==> config.mk <==
export PLATFORM = sky130hd
export DESIGN_NAME = mem_access_unit
export DESIGN_NICKNAME = d
export VERILOG_FILES = /design/src/rtl/rv_mem_pkg.sv /design/src/rtl/load_store_align.sv /design/src/rtl/mem_access_unit.sv
export SDC_FILE = /design/constraint.sdc
export NUM_CORES = 1
export LEC_CHECK = 0
export CORE_AREA = 3 3 166 168
export CTS_CLUSTER_DIAMETER = 200
export CTS_CLUSTER_SIZE = 16
export DETAILED_ROUTE_END_ITERATION = 16
export DIE_AREA = 0 0 169 171
export PLACE_DENSITY_LB_ADDON = 0.25
export SETUP_SLACK_MARGIN = 0.05
export SLEW_MARGIN = 0
export SYNTH_ARGS = -nofsm -noshare
export SYNTH_HDL_FRONTEND = slang
export SYNTH_SLANG_ARGS = --single-unit
export TNS_END_PERCENT = 5
==> constraint.sdc <==
create_clock -name clk -period 2.85 [get_ports clk]
set_clock_uncertainty 0.15 [all_clocks]
set_input_delay 0.4275 -clock clk [delete_from_list [all_inputs] [get_ports clk]]
set_output_delay 0.4275 -clock clk [all_outputs]
set_load 0.005 [all_outputs]
==> src/rtl/rv_mem_pkg.sv <==
// Shared definitions for the RV32I/RV64I MEM stage.
// Contents: funct3 encodings for loads and stores, the memory-access FSM
// state type and the alignment check shared by the MEM-stage logic.
package rv_mem_pkg;

    // Load encodings
    localparam logic [2:0] F3_LB  = 3'b000;
    localparam logic [2:0] F3_LH  = 3'b001;
    localparam logic [2:0] F3_LW  = 3'b010;
    localparam logic [2:0] F3_LD  = 3'b011;
    localparam logic [2:0] F3_LBU = 3'b100;
    localparam logic [2:0] F3_LHU = 3'b101;
    localparam logic [2:0] F3_LWU = 3'b110;

    // Store encodings
    localparam logic [2:0] F3_SB  = 3'b000;
    localparam logic [2:0] F3_SH  = 3'b001;
    localparam logic [2:0] F3_SW  = 3'b010;
    localparam logic [2:0] F3_SD  = 3'b011;

    typedef enum logic [1:0] {
        IDLE     = 2'd0,
        REQ      = 2'd1,
        WAIT_RSP = 2'd2
    } mem_state_e;

    // funct3[1:0] encodes the access size for loads and stores alike
    // (00 byte, 01 half, 10 word, 11 double).
    function automatic logic is_misaligned(input logic [2:0] funct3, input logic [2:0] addr);
        logic mis;
        case (funct3[1:0])
            2'b01:   mis = addr[0];
            2'b10:   mis = |addr[1:0];
            2'b11:   mis = |addr;
            default: mis = 1'b0;
        endcase
        return mis;
    endfunction

endpackage

==> src/rtl/load_store_align.sv <==
// Combinational lane formatting for the MEM stage.
// Ports:
//   funct3_i      access size/sign
//   off_i         byte offset of the access inside the memory word
//   store_data_i  store data, right-justified
//   rsp_data_i    raw aligned word returned by memory
//   be_o          byte enables for a store
//   store_data_o  store data replicated across all lanes
//   load_data_o   addressed lane, sign/zero extended to XLEN
module load_store_align
    import rv_mem_pkg::*;
#(
    parameter int XLEN  = 32,
    parameter int OFF_W = $clog2(XLEN / 8)
) (
    input  logic [2:0]        funct3_i,
    input  logic [OFF_W-1:0]  off_i,
    input  logic [XLEN-1:0]   store_data_i,
    input  logic [XLEN-1:0]   rsp_data_i,
    output logic [XLEN/8-1:0] be_o,
    output logic [XLEN-1:0]   store_data_o,
    output logic [XLEN-1:0]   load_data_o
);

    localparam int NB = XLEN / 8;

    // Response shifted so the addressed byte lands at bit 0.
    logic [XLEN-1:0] lane;
    assign lane = rsp_data_i >> {off_i, 3'b000};

    // Replicating the data into every lane lets memory pick it up with the
    // byte enables alone, whatever the offset.
    always_comb begin
        be_o         = '0;
        store_data_o = '0;
        case (funct3_i)
            F3_SB: begin
                be_o         = NB'(1) << off_i;
                store_data_o = {NB{store_data_i[7:0]}};
            end
            F3_SH: begin
                be_o         = NB'(3) << off_i;
                store_data_o = {(NB / 2){store_data_i[15:0]}};
            end
            F3_SW: begin
                be_o         = NB'(15) << off_i;
                store_data_o = {(NB / 4){store_data_i[31:0]}};
            end
            F3_SD: begin
                if (XLEN == 64) begin
                    be_o         = '1;
                    store_data_o = store_data_i;
                end
            end
            default: ;
        endcase
    end

    always_comb begin
        load_data_o = '0;
        case (funct3_i)
            F3_LB:  load_data_o = XLEN'($signed(lane[7:0]));
            F3_LH:  load_data_o = XLEN'($signed(lane[15:0]));
            F3_LW:  load_data_o = XLEN'($signed(lane[31:0]));
            F3_LBU: load_data_o = XLEN'(lane[7:0]);
            F3_LHU: load_data_o = XLEN'(lane[15:0]);
            F3_LWU: load_data_o = XLEN'(lane[31:0]);
            F3_LD: begin
                if (XLEN == 64) load_data_o = lane;
            end
            default: ;
        endcase
    end

endmodule

==> src/rtl/mem_access_unit.sv <==
// MEM stage of the RV32I/RV64I pipeline.
// Drives an external data memory through a valid/ready request channel and a
// valid-only response channel, formats store lanes and load extension, flags
// misaligned/illegal accesses, stalls IF..MEM while an access is pending and
// owns the MEM/WB pipeline register.
// Ports:
//   clk, reset (async, active-low)
//   *M inputs          MEM-stage instruction fields
//   FlushW             turn the next MEM/WB entry into a bubble
//   mem_req_*          request channel (valid/ready)
//   mem_rsp_*          response channel (valid only)
//   StallM, MemFaultM  hazard-unit controls
//   *W outputs         MEM/WB register contents
module mem_access_unit
    import rv_mem_pkg::*;
#(
    parameter int XLEN   = 32,
    parameter int ADDR_W = 10,
    parameter int RD_W   = 5
) (
    input  logic              clk,
    input  logic              reset,
    input  logic              RegWriteM,
    input  logic              MemReadM,
    input  logic              MemWriteM,
    input  logic [2:0]        WriteBackM,
    input  logic [2:0]        funct3M,
    input  logic [XLEN-1:0]   ALUResultM,
    input  logic [XLEN-1:0]   WriteDataM,
    input  logic [XLEN-1:0]   PCTargetM,
    input  logic [XLEN-1:0]   PCPlus4M,
    input  logic [XLEN-1:0]   ImmExtM,
    input  logic [RD_W-1:0]   RdM,
    input  logic              FlushW,
    output logic              mem_req_valid,
    input  logic              mem_req_ready,
    output logic              mem_req_we,
    output logic [ADDR_W-1:0] mem_req_addr,
    output logic [XLEN-1:0]   mem_req_wdata,
    output logic [XLEN/8-1:0] mem_req_be,
    input  logic              mem_rsp_valid,
    input  logic [XLEN-1:0]   mem_rsp_rdata,
    output logic              StallM,
    output logic              MemFaultM,
    output logic              RegWriteW,
    output logic [2:0]        WriteBackW,
    output logic [XLEN-1:0]   ALUResultW,
    output logic [XLEN-1:0]   ReadDataW,
    output logic [XLEN-1:0]   PCTargetW,
    output logic [XLEN-1:0]   ImmExtW,
    output logic [XLEN-1:0]   PCPlus4W,
    output logic [RD_W-1:0]   RdW
);

    localparam int NB    = XLEN / 8;
    localparam int OFF_W = $clog2(NB);

    mem_state_e        state_q, state_d;
    logic              access, illegal, fault, complete, req_valid, bubble;
    logic [NB-1:0]     be;
    logic [XLEN-1:0]   wdata, load_data;

    logic              RegWriteW_q;
    logic [2:0]        WriteBackW_q;
    logic [XLEN-1:0]   ALUResultW_q, ReadDataW_q, PCTargetW_q, ImmExtW_q, PCPlus4W_q;
    logic [RD_W-1:0]   RdW_q;

    load_store_align #(
        .XLEN  (XLEN),
        .OFF_W (OFF_W)
    ) u_align (
        .funct3_i     (funct3M),
        .off_i        (ALUResultM[OFF_W-1:0]),
        .store_data_i (WriteDataM),
        .rsp_data_i   (mem_rsp_rdata),
        .be_o         (be),
        .store_data_o (wdata),
        .load_data_o  (load_data)
    );

    assign access = MemReadM | MemWriteM;

    // Double-word encodings and LWU only exist on RV64.
    always_comb begin
        illegal = 1'b0;
        if (MemWriteM) begin
            illegal = funct3M[2] || (XLEN != 64 && funct3M == F3_SD);
        end else if (MemReadM) begin
            illegal = (funct3M == 3'b111) ||
                      (XLEN != 64 && (funct3M == F3_LD || funct3M == F3_LWU));
        end
    end

    assign fault = access & (illegal | is_misaligned(funct3M, ALUResultM[2:0]));

    always_ff @(posedge clk or negedge reset) begin
        if (!reset) state_q <= IDLE;
        else        state_q <= state_d;
    end

    // complete marks the cycle in which the MEM instruction may leave the stage.
    always_comb begin
        state_d   = state_q;
        req_valid = 1'b0;
        complete  = 1'b0;
        case (state_q)
            IDLE: begin
                if (access && !fault) begin
                    req_valid = 1'b1;
                    if (!mem_req_ready)  state_d  = REQ;
                    else if (MemWriteM)  complete = 1'b1;
                    else                 state_d  = WAIT_RSP;
                end
            end
            REQ: begin
                req_valid = 1'b1;
                if (mem_req_ready) begin
                    if (MemWriteM) begin
                        complete = 1'b1;
                        state_d  = IDLE;
                    end else begin
                        state_d  = WAIT_RSP;
                    end
                end
            end
            WAIT_RSP: begin
                if (mem_rsp_valid) begin
                    complete = 1'b1;
                    state_d  = IDLE;
                end
            end
            default: state_d = IDLE;
        endcase
    end

    // Outputs are forced low while reset is held, independent of the M inputs.
    assign mem_req_valid = reset & req_valid;
    assign StallM        = reset & access & ~fault & ~complete;
    assign MemFaultM     = reset & (state_q == IDLE) & fault;
    assign mem_req_we    = mem_req_valid & MemWriteM;
    assign mem_req_addr  = mem_req_valid ? {ALUResultM[ADDR_W-1:OFF_W], OFF_W'(0)} : '0;
    assign mem_req_be    = mem_req_we ? be : '0;
    assign mem_req_wdata = mem_req_we ? wdata : '0;

    assign bubble = FlushW | StallM | MemFaultM;

    // MEM/WB register
    always_ff @(posedge clk or negedge reset) begin
        if (!reset) begin
            RegWriteW_q  <= 1'b0;
            WriteBackW_q <= '0;
            ALUResultW_q <= '0;
            ReadDataW_q  <= '0;
            PCTargetW_q  <= '0;
            ImmExtW_q    <= '0;
            PCPlus4W_q   <= '0;
            RdW_q        <= '0;
        end else if (bubble) begin
            RegWriteW_q  <= 1'b0;
            WriteBackW_q <= '0;
            ALUResultW_q <= '0;
            ReadDataW_q  <= '0;
            PCTargetW_q  <= '0;
            ImmExtW_q    <= '0;
            PCPlus4W_q   <= '0;
            RdW_q        <= '0;
        end else begin
            RegWriteW_q  <= RegWriteM;
            WriteBackW_q <= WriteBackM;
            ALUResultW_q <= ALUResultM;
            ReadDataW_q  <= MemReadM ? load_data : '0;
            PCTargetW_q  <= PCTargetM;
            ImmExtW_q    <= ImmExtM;
            PCPlus4W_q   <= PCPlus4M;
            RdW_q        <= RdM;
        end
    end

    assign RegWriteW  = RegWriteW_q;
    assign WriteBackW = WriteBackW_q;
    assign ALUResultW = ALUResultW_q;
    assign ReadDataW  = ReadDataW_q;
    assign PCTargetW  = PCTargetW_q;
    assign ImmExtW    = ImmExtW_q;
    assign PCPlus4W   = PCPlus4W_q;
    assign RdW        = RdW_q;

endmodule

Yosys cells after proc, flatten, opt, wreduce, memory -nomap -nowiden. Index checks and enable logic that the tools add are counted.

Input port bits: 211. Output and inout port bits: 219. Register bits after elaboration: 171. Logic and storage cells: 86.

Reduce and logical (&&, ||, !) cells: 11. Eq/ne operators: 16. Bitwise logic cells: 14. Mux-type cells: 32. Shift-type cells: 4.

Operators by type and width (number): $mux 32 (7); $pmux 32 s5 (1); $pmux 32 s3 (1); $shr 32x5->32 (1); $eq 3x3->1 const B (4); $mux 2 (6); $pmux 4 s3 (1); $mux 10 (1); $and 1x1->1 (8); $mux 1 (8); $eq 2x2->1 const B (3); $eq 3x2->1 const B (2); $ne 2x2->1 const B (3); $pmux 1 s3 (2); $pmux 2 s3 (1); $mux 5 (1); $eq 2x1->1 const B (2); $mux 4 (1); $or 1x1->1 (4); $reduce_and 4->1 (1); $reduce_or 2->1 (2); $shl 1x2->4 const A (1); $shl 2x2->4 const A (1); $shl 4x2->4 const A (1); 11 further kinds (14).

Depth between registers and ports, before layout. Gate-level depths: netlist of run 1.

Word-level depth: 16. Gate-level depth with buffers: 9. Mapped depth without buffers: 6.

By module. A second synthesis of run 1 with hierarchy kept.

Cell total of the unflattened synthesis: 677. Area total of the unflattened synthesis: 7697.4 um^2.

By module, submodules not included: mem_access_unit (cells an instance 456, sequential area each 4279.1 um^2, instances 1, area an instance 6195.9 um^2); load_store_align (cells an instance 221, sequential area each 0.0 um^2, instances 1, area an instance 1501.4 um^2).

Worst setup path after synthesis of run 1. Ideal clock, no wire load.

Path kind: input port to output port. From: input ALUResultM[0]. To: output mem_req_wdata[21]. Stages: 7. Slack: 0.572 ns. Arrival time: 1.700 ns. Required time: 2.273 ns. Cell sequence: buf_2 -> a21oi_1 -> o221a_4 -> o2111a_1 -> nand2_1 -> clkbuf_1 -> nor2_1.

Longest elaborated chain between the ends: 11.

Ends and longest elaborated chain: from (decl) (RTL line mem_access_unit.sv:28) `input logic [XLEN-1:0] ALUResultM,`; $reduce_or 3->1 or $reduce_or 2->1 (tied branches) (RTL line rv_mem_pkg.sv:34, rv_mem_pkg.sv:33); $pmux 1 s3 * (RTL line rv_mem_pkg.sv:31) `case (funct3[1:0])`; $or 1x1->1 * (RTL line mem_access_unit.sv:94) `assign fault = access & (illegal | is_misaligned(funct3M, ALUResultM[2:0]));`; $and 1x1->1 * (RTL line mem_access_unit.sv:94); $logic_not 1->1 * (RTL line mem_access_unit.sv:108) `if (access && !fault) begin`; $logic_and 1x1->1 * (RTL line mem_access_unit.sv:108); $mux 1 * (RTL line mem_access_unit.sv:108); $pmux 1 s2 * (RTL line mem_access_unit.sv:106) `case (state_q)`; $and 1x1->1 * (RTL line mem_access_unit.sv:137) `assign mem_req_valid = reset & req_valid;`; $and 1x1->1 * (RTL line mem_access_unit.sv:140) `assign mem_req_we = mem_req_valid & MemWriteM;`; via mem_req_we (RTL line mem_access_unit.sv:37) `output logic mem_req_we,`; $mux 32 * (RTL line mem_access_unit.sv:143) `assign mem_req_wdata = mem_req_we ? wdata : '0;`; to (decl) (RTL line mem_access_unit.sv:39) `output logic [XLEN-1:0] mem_req_wdata,`.

The timed path passes the listed nets; every way through them passes the cells marked *.

Worst setup path after layout of run 1.
From: input funct3M[1]. To: output mem_req_be[2].

Longest elaborated chain between the ends: 14.

Ends and longest elaborated chain: from (decl) (RTL line mem_access_unit.sv:27) `input logic [2:0] funct3M,`; $eq 3x2->1 or $eq 3x3->1 (tied branches) (RTL line mem_access_unit.sv:87, mem_access_unit.sv:90); $logic_or 1x1->1 (RTL line mem_access_unit.sv:90) `(XLEN != 64 && (funct3M == F3_LD || funct3M == F3_LWU));`; $logic_or 1x1->1 (RTL line mem_access_unit.sv:89) `illegal = (funct3M == 3'b111) ||`; $mux 1 (RTL line mem_access_unit.sv:88) `end else if (MemReadM) begin`; $mux 1 (RTL line mem_access_unit.sv:86) `if (MemWriteM) begin`; $or 1x1->1 (RTL line mem_access_unit.sv:94); $and 1x1->1 (RTL line mem_access_unit.sv:94); $logic_not 1->1 (RTL line mem_access_unit.sv:108); $logic_and 1x1->1 (RTL line mem_access_unit.sv:108); $mux 1 (RTL line mem_access_unit.sv:108); $pmux 1 s2 (RTL line mem_access_unit.sv:106); $and 1x1->1 (RTL line mem_access_unit.sv:137); $and 1x1->1 (RTL line mem_access_unit.sv:140); $mux 4 * (RTL line mem_access_unit.sv:142) `assign mem_req_be = mem_req_we ? be : '0;`; to (decl) (RTL line mem_access_unit.sv:40) `output logic [XLEN/8-1:0] mem_req_be,`.

Mark *: on every way between the ends. The rest lies on a longest branch, timed or not.

==> results of run 1 <==
[logic make-up after synthesis]
logic type	count (synthesis)	share of synthesized area, %
other	1	0.0558
AOI/OAI and AO/OA	88	7.73
DFF	171	63.7
and+or+nand+nor	245	20.1
muxes	32	5.12
buffers and inverters	44	3.31
[critical path: stages]
cell and delay (ns):
sky130_fd_sc_hd__dlygate4sd2_1 0.31, sky130_fd_sc_hd__a21oi_1 0.17, sky130_fd_sc_hd__o221a_4 0.20, sky130_fd_sc_hd__o2111a_2 0.25
sky130_fd_sc_hd__nand3_2 0.15, sky130_fd_sc_hd__a211oi_2 0.22, sky130_fd_sc_hd__clkdlybuf4s50_1 0.53
[sequential cells by signal, summed over array words and instances (netlist names)]
signal and count:
ALUResultW 32, ImmExtW 32, PCPlus4W 32, PCTargetW 32, ReadDataW 32, RdW 5, WriteBackW 3, state_q 2
RegWriteW 1
[layout make-up]
cell class / count / area (um2)
flip-flops and latches: 171 / 4280
inverters: 8 / 31.3
multi-input cells: 367 / 2260
fillers: 2423 / 13900
well taps: 335 / 419
clock inverters: 14 / 150
repair buffers: 464 / 4580
clock buffers: 18 / 439
[metal layers]
| metal | global-route usage (%) | wire, um | vias up |
|---|---|---|---|
| met4 | 5.50 | 504 | 2 |
| met3 | 6.98 | 2510 | 31 |
| met5 | 0 | 13 | - |
| met2 | 29.7 | 12700 | 286 |
| met1 | 17.6 | 8940 | 2797 |
| li1 | - | - | 2800 |
[cells in the final DEF (no fill, tap or decap), types with 2 or more instances in the layout]
cell,netlist,layout
sky130_fd_sc_hd__nand2_1,29,28
sky130_fd_sc_hd__clkdlybuf4s50_1,0,388
sky130_fd_sc_hd__inv_6,0,2
sky130_fd_sc_hd__a22oi_1,8,8
sky130_fd_sc_hd__mux2i_1,22,22
sky130_fd_sc_hd__a31oi_1,2,2
sky130_fd_sc_hd__dfrtp_1,171,171
sky130_fd_sc_hd__clkinv_4,0,2
sky130_fd_sc_hd__nand3_1,3,2
sky130_fd_sc_hd__clkinv_8,0,2
sky130_fd_sc_hd__buf_12,0,4
sky130_fd_sc_hd__and3_1,10,10
sky130_fd_sc_hd__a21oi_2,0,2
sky130_fd_sc_hd__nor3_1,5,5
sky130_fd_sc_hd__a211oi_1,8,7
sky130_fd_sc_hd__conb_1,1,2
sky130_fd_sc_hd__nand3b_1,2,2
sky130_fd_sc_hd__a21oi_1,45,43
sky130_fd_sc_hd__and2_1,144,145
sky130_fd_sc_hd__inv_8,0,6
sky130_fd_sc_hd__clkinvlp_4,0,2
sky130_fd_sc_hd__clkbuf_16,0,17
sky130_fd_sc_hd__inv_1,5,5
sky130_fd_sc_hd__dlymetal6s2s_1,0,5
sky130_fd_sc_hd__buf_6,5,3
sky130_fd_sc_hd__nor2_1,46,44
sky130_fd_sc_hd__buf_4,4,30
sky130_fd_sc_hd__dlygate4sd2_1,0,32
sky130_fd_sc_hd__o21ai_0,18,17
sky130_fd_sc_hd__mux2_2,9,9
[path summary, 6_finish.rpt]
| check | end | depth (start not counted) | startpoint |
|---|---|---|---|
| worst max-delay path | mem_req_be[2] | 7 | funct3M[1] |
| worst min-delay path | ReadDataW[7] | 2 | reset |
| worst max register to register | ImmExtW[22] | 8 | state_q[1] |
| worst min register to register | state_q[0] | 1 | state_q[1] |
| max in group asynchronous | ReadDataW[17] | 2 | reset |
| min in group clk | ALUResultW[0] | 3 | ALUResultM[0] |
[stage by stage]
stage,worst slack [ns],power (mW),cells
global placement,-0.397,3.81,1344
global route,-0.0583,6.36,1377
floorplan,0.572,3.00,582
detailed placement,-0.451,3.82,1344
finish,0.00608,6.06,1377
CTS,-0.0240,6.18,1377
[what timing repair did]
item | 4_1_cts | 5_1_grt
pin swaps | 1 | 1
resized for setup | 44 | 7
cloned | 0 | 0
setup endpoints to repair | 47 | 28
endpoints found under the hold margin | 6 | 0
hold buffers | 1 | 0
[where the power goes]
part / internal [mW] / switching (mW) / leakage [nW]
sequential: 2.58 / 0.0437 / 2.28
clock: 1.20 / 1.10 / 0.284
combinational: 0.709 / 0.434 / 2.93
==> reports/summary.txt, run 1 <==
required time worst endpoint: 2.27 ns
number of DRC markers in iteration 0: 252
Inserted Clock Buffers: 17
clock latency of the later-clocked register in the worst-skew pair: 0.42 ns
number of primary I/O pins: 430
sequential area share after synthesis: 63.7%
unrepaired setup endpoints after global routing: true
post-synthesis to final-layout area growth: 81.0%
Max VDD drop: 0.371 mV
mean area per synthesized cell: 11.6 um2
post-synth design cell area: 0.00672 mm2
maximum number of pins on one net before global-route repair: 166
buffer depth of the longest clock path: 2
WP data arrival: 2.27 ns
Rel. slew slack: 33.8%
upper clock frequency limit: 0.352 GHz
clk slew on worst S/H paths: 0.07 ns
via count: 5916
initial core utilization: 25.8%
area leader, netlist: sky130_fd_sc_hd__dfrtp_1
top post-synthesis cells by count: 171 x sky130_fd_sc_hd__dfrtp_1, 144 x sky130_fd_sc_hd__and2_1, 46 x sky130_fd_sc_hd__nor2_1, 45 x sky130_fd_sc_hd__a21oi_1, 29 x sky130_fd_sc_hd__nand2_1
CP max FO: 6
wirelength, routed: 24600 um
Setup Fix Bufs, Post-CTS: 0
area of the core: 0.0261 mm2
post-route clock period utilization: 99.8%
synth top area cells: sky130_fd_sc_hd__dfrtp_1 64%, sky130_fd_sc_hd__and2_1 13%, sky130_fd_sc_hd__a21oi_1 3.4%, sky130_fd_sc_hd__mux2i_1 3.3%, sky130_fd_sc_hd__nor2_1 2.6%
Leak: 5.49 nW
most used standard cell by instance count after synthesis: sky130_fd_sc_hd__dfrtp_1
unique cell type count in the Yosys netlist: 39
number of port buffers: 427
Die H: 171 um
final setup vio count: 0
antenna-violating nets left: 0
overflow left after global routing: 0
post-layout minimum cycle time: 2.84 ns
outcome: finished, violations left
post-detail-place hpwl: 19100 um
fraction of final layout cells with drive strength greater than 1: 9.12%
cell chosen for the clock root: sky130_fd_sc_hd__clkbuf_16
first-pass GRT wire length: 36600 um
transition time at the pin with the least slew margin: 0.993 ns
diodes inserted: 0
number of pins exceeding their max-slew limit in the final report: 0
cell area after placement: 0.0115 mm2
NumNets Final: 1240
num rows: 59
Die ar.: 0.0289 mm2
final hold violation count: 24
H-tree levels: 4
fraction of synthesized cell area taken by the top area cell type: 63.7%
post-layout util: 46.7%
all-layer global routing usage: 16.5%
Crit Path Category: input port to output port
setup_tns: 0 ns
failing checks: hold timing
Die Width: 169 um
FF-to-FF setup slack: 0.80 ns
number of maximum-capacitance violations: 0
Post-Synthesis Cells: 581
most instantiated flip-flop cell in the synthesis netlist: sky130_fd_sc_hd__dfrtp_1
detailed-route vias per instance: 4.30
Routability Congestion: 0.814
first drt pass iteration count: 4
count of state elements after synthesis: 171
number of warning messages in the yosys log: 0
kind of launch point of the worst setup path: input port
Hold Crit Class: input port to async pin
antenna violations before repair: 1
total power divided by cell area: 499 mW/mm2
Fin Hold WS: -0.0520 ns
post-detailed-route wirelength per cell: 17.9 um
Worst Setup End Kind: output port
async set-reset flop share out of synthesis: 100%
number of global-route vias before repair: 6290
number of enable flip-flop cells after synthesis: 0
number of clock sinks: 171
clock tree from TritonCTS: built
post-route DRC violation count: 0
final cell area excluding filler cells: 0.0122 mm2
Power figures use the tool's default switching activity.
==> inputs of run 2 (changes only) <==
Settings changed: CORE_AREA 3 3 166 168 to 3 3 165 167, CTS_CLUSTER_DIAMETER 200 to default, DIE_AREA 0 0 169 171 to 0 0 168 170, HOLD_SLACK_MARGIN from default to 0.02.
Clock period 2.85 ns to 3.22 ns, I/O delays scaled along.
==> reports/summary.txt, run 2 (synthesis gave the netlist of run 1 again) <==
Max VDD drop: 0.333 mV (-10%)
num rows: 59 (unchanged)
kind of launch point of the worst setup path: input port
Worst Setup End Kind: output port
Die ar.: 0.0286 mm2 (-1.2%)
post-synthesis to final-layout area growth: 81.1% (about the same)
Leak: 5.44 nW (-0.85%)
Hold Crit Class: input port to async pin
number of clock sinks: 171 (unchanged)
total power divided by cell area: 439 mW/mm2 (-12%)
transition time at the pin with the least slew margin: 0.925 ns (-0.0680 ns)
unrepaired setup endpoints after global routing: false
NumNets Final: 1233 (-0.56%)
required time worst endpoint: 2.59 ns (+0.32 ns)
post-route DRC violation count: 0 (unchanged)
number of port buffers: 427 (unchanged)
Routability Congestion: 0.816 (+0.28%)
wirelength, routed: 25100 um (+1.8%)
Crit Path Category: input port to output port
detailed-route vias per instance: 4.36 (+1.6%)
final hold violation count: 0 (-100%)
post-route clock period utilization: 96.2%
Fin Hold WS: 0.0627 ns (+0.115 ns)
outcome: finished, final reports clean
H-tree levels: 4 (unchanged)
Die Width: 168 um (-0.59%)
CP Cell Sequence: clkdlybuf4s50_1 > o21ai_1 > o221a_4 > o2111a_2 > nand2_1 > buf_12 > nor2_1 > clkdlybuf4s50_1
overflow left after global routing: 0 (unchanged)
fraction of final layout cells with drive strength greater than 1: 8.12% (-0.99 points)
diodes inserted: 0 (unchanged)
cell with the largest stage delay on the worst path: sky130_fd_sc_hd__clkdlybuf4s50_1
Rel. slew slack: 38.3% (+4.5 points)
Die H: 170 um (-0.58%)
top library cells by usage in the layout, fill and taps aside: 409 x sky130_fd_sc_hd__clkdlybuf4s50_1, 171 x sky130_fd_sc_hd__dfrtp_1, 144 x sky130_fd_sc_hd__and2_1
post-layout util: 47.0% (+0.29 points)
clock tree from TritonCTS: built
final setup vio count: 0 (unchanged)
antenna-violating nets left: 0 (unchanged)
number of maximum-capacitance violations: 0 (unchanged)
number of DRC markers in iteration 0: 221 (-12%)
Setup Fix Bufs, Post-CTS: 0 (unchanged)
Inserted Clock Buffers: 17 (unchanged)
number of pins exceeding their max-slew limit in the final report: 0 (unchanged)
buffer depth of the longest clock path: 2 (unchanged)
upper clock frequency limit: 0.323 GHz
CP max FO: 24 (+18)
antenna violations before repair: 0 (-1)
Most common cell on crit path: sky130_fd_sc_hd__clkdlybuf4s50_1
post-detail-place hpwl: 19200 um (+0.21%)
post-layout minimum cycle time: 3.10 ns
first drt pass iteration count: 4 (unchanged)
initial core utilization: 25.9% (+0.15 points)
WP data arrival: 2.46 ns (+0.19 ns)
post-detailed-route wirelength per cell: 18.3 um (+2.4%)
via count: 5974 (+0.98%)
clock latency of the later-clocked register in the worst-skew pair: 0.42 ns (about the same)
clk slew on worst S/H paths: 0.07 ns (about the same)
number of primary I/O pins: 430 (unchanged)
Worst path max stage delay: 0.53 ns (about the same)
cell chosen for the clock root: sky130_fd_sc_hd__clkbuf_16
number of global-route vias before repair: 6100 (-3.0%)
most common cell after layout, fill and taps aside: sky130_fd_sc_hd__clkdlybuf4s50_1
first-pass GRT wire length: 37200 um (+1.7%)
maximum number of pins on one net before global-route repair: 162 (-2.4%)
area of the core: 0.0259 mm2 (-0.57%)
all-layer global routing usage: 17.0% (+0.47 points)
## run 2: cell types whose count changed in the layout (fill, tap and decap cells not counted), moves of 2 or more
cell	change
sky130_fd_sc_hd__dlymetal6s2s_1	+6
sky130_fd_sc_hd__buf_4	-8
sky130_fd_sc_hd__dlygate4sd2_1	-27
sky130_fd_sc_hd__clkdlybuf4s50_1	+21
sky130_fd_sc_hd__clkinv_4	+3
sky130_fd_sc_hd__clkinvlp_4	-2
sky130_fd_sc_hd__buf_6	-2
sky130_fd_sc_hd__buf_12	+3
## run 2: final timing paths
path	cells after the start	endpoint	start	slack (ns)
setup / recovery	8	mem_req_wdata[21]	ALUResultM[1]	0.12
hold / removal	2	ReadDataW[12]	reset	0.06
setup reg to reg	8	PCTargetW[18]	state_q[1]	1.04
hold reg to reg	1	state_q[0]	state_q[1]	0.33
max in group asynchronous	2	ALUResultW[5]	reset	2.10
min in group clk	2	ALUResultW[0]	ALUResultM[0]	0.23
## run 2: where the power goes
part	switching, mW	total (mW)	internal, mW
logic	0.388	1.02	0.632
clock network	0.970	2.01	1.04
registers	0.0369	2.32	2.28
total	1.40	5.34	3.95
## run 2: layout make-up
cell class	instances	area [um2]
Clock buffer	17	425
Clock inverter	14	153
Fill cell	2377	13700
Inverter	8	31.3
Multi-Input combinational cell	367	2250
Sequential cell	171	4280
Tap cell	335	419
Timing Repair Buffer	457	4610
## run 2: through the flow
step	worst slack, ns	area [um2]	setup TNS (ns)	cells	total power, mW
2_1_floorplan	0.831	6730	0	582	2.65
3_3_place_gp	-0.101	11500	-0.564	1337	3.38
3_5_place_dp	-0.121	11500	-1.57	1337	3.39
4_1_cts	0.00152	12100	0	1369	5.44
5_1_grt	0.0503	12200	0	1369	5.61
6_report	0.124	12200	0	1369	5.34
## run 2: repair_timing
item / in CTS / in global routing
hold endpoints to repair: 10 / 0
hold buffers: 1 / 0
setup endpoints to repair: 46 / 28
resized for setup: 9 / 15
pin swaps: 0 / 1
## run 2: worst max-delay path, delay by kind of cell
kind            cells  cell delay (ns)
simple gates        2             0.23
buf+inv             3             1.16
compound gates      3             0.59
## run 2: layer usage
layer	track usage (%)	part of all wire, %
met5	0	0
met3	4.92	7.5
met4	7.11	3.5
met2	31.2	53
met1	18.3	36
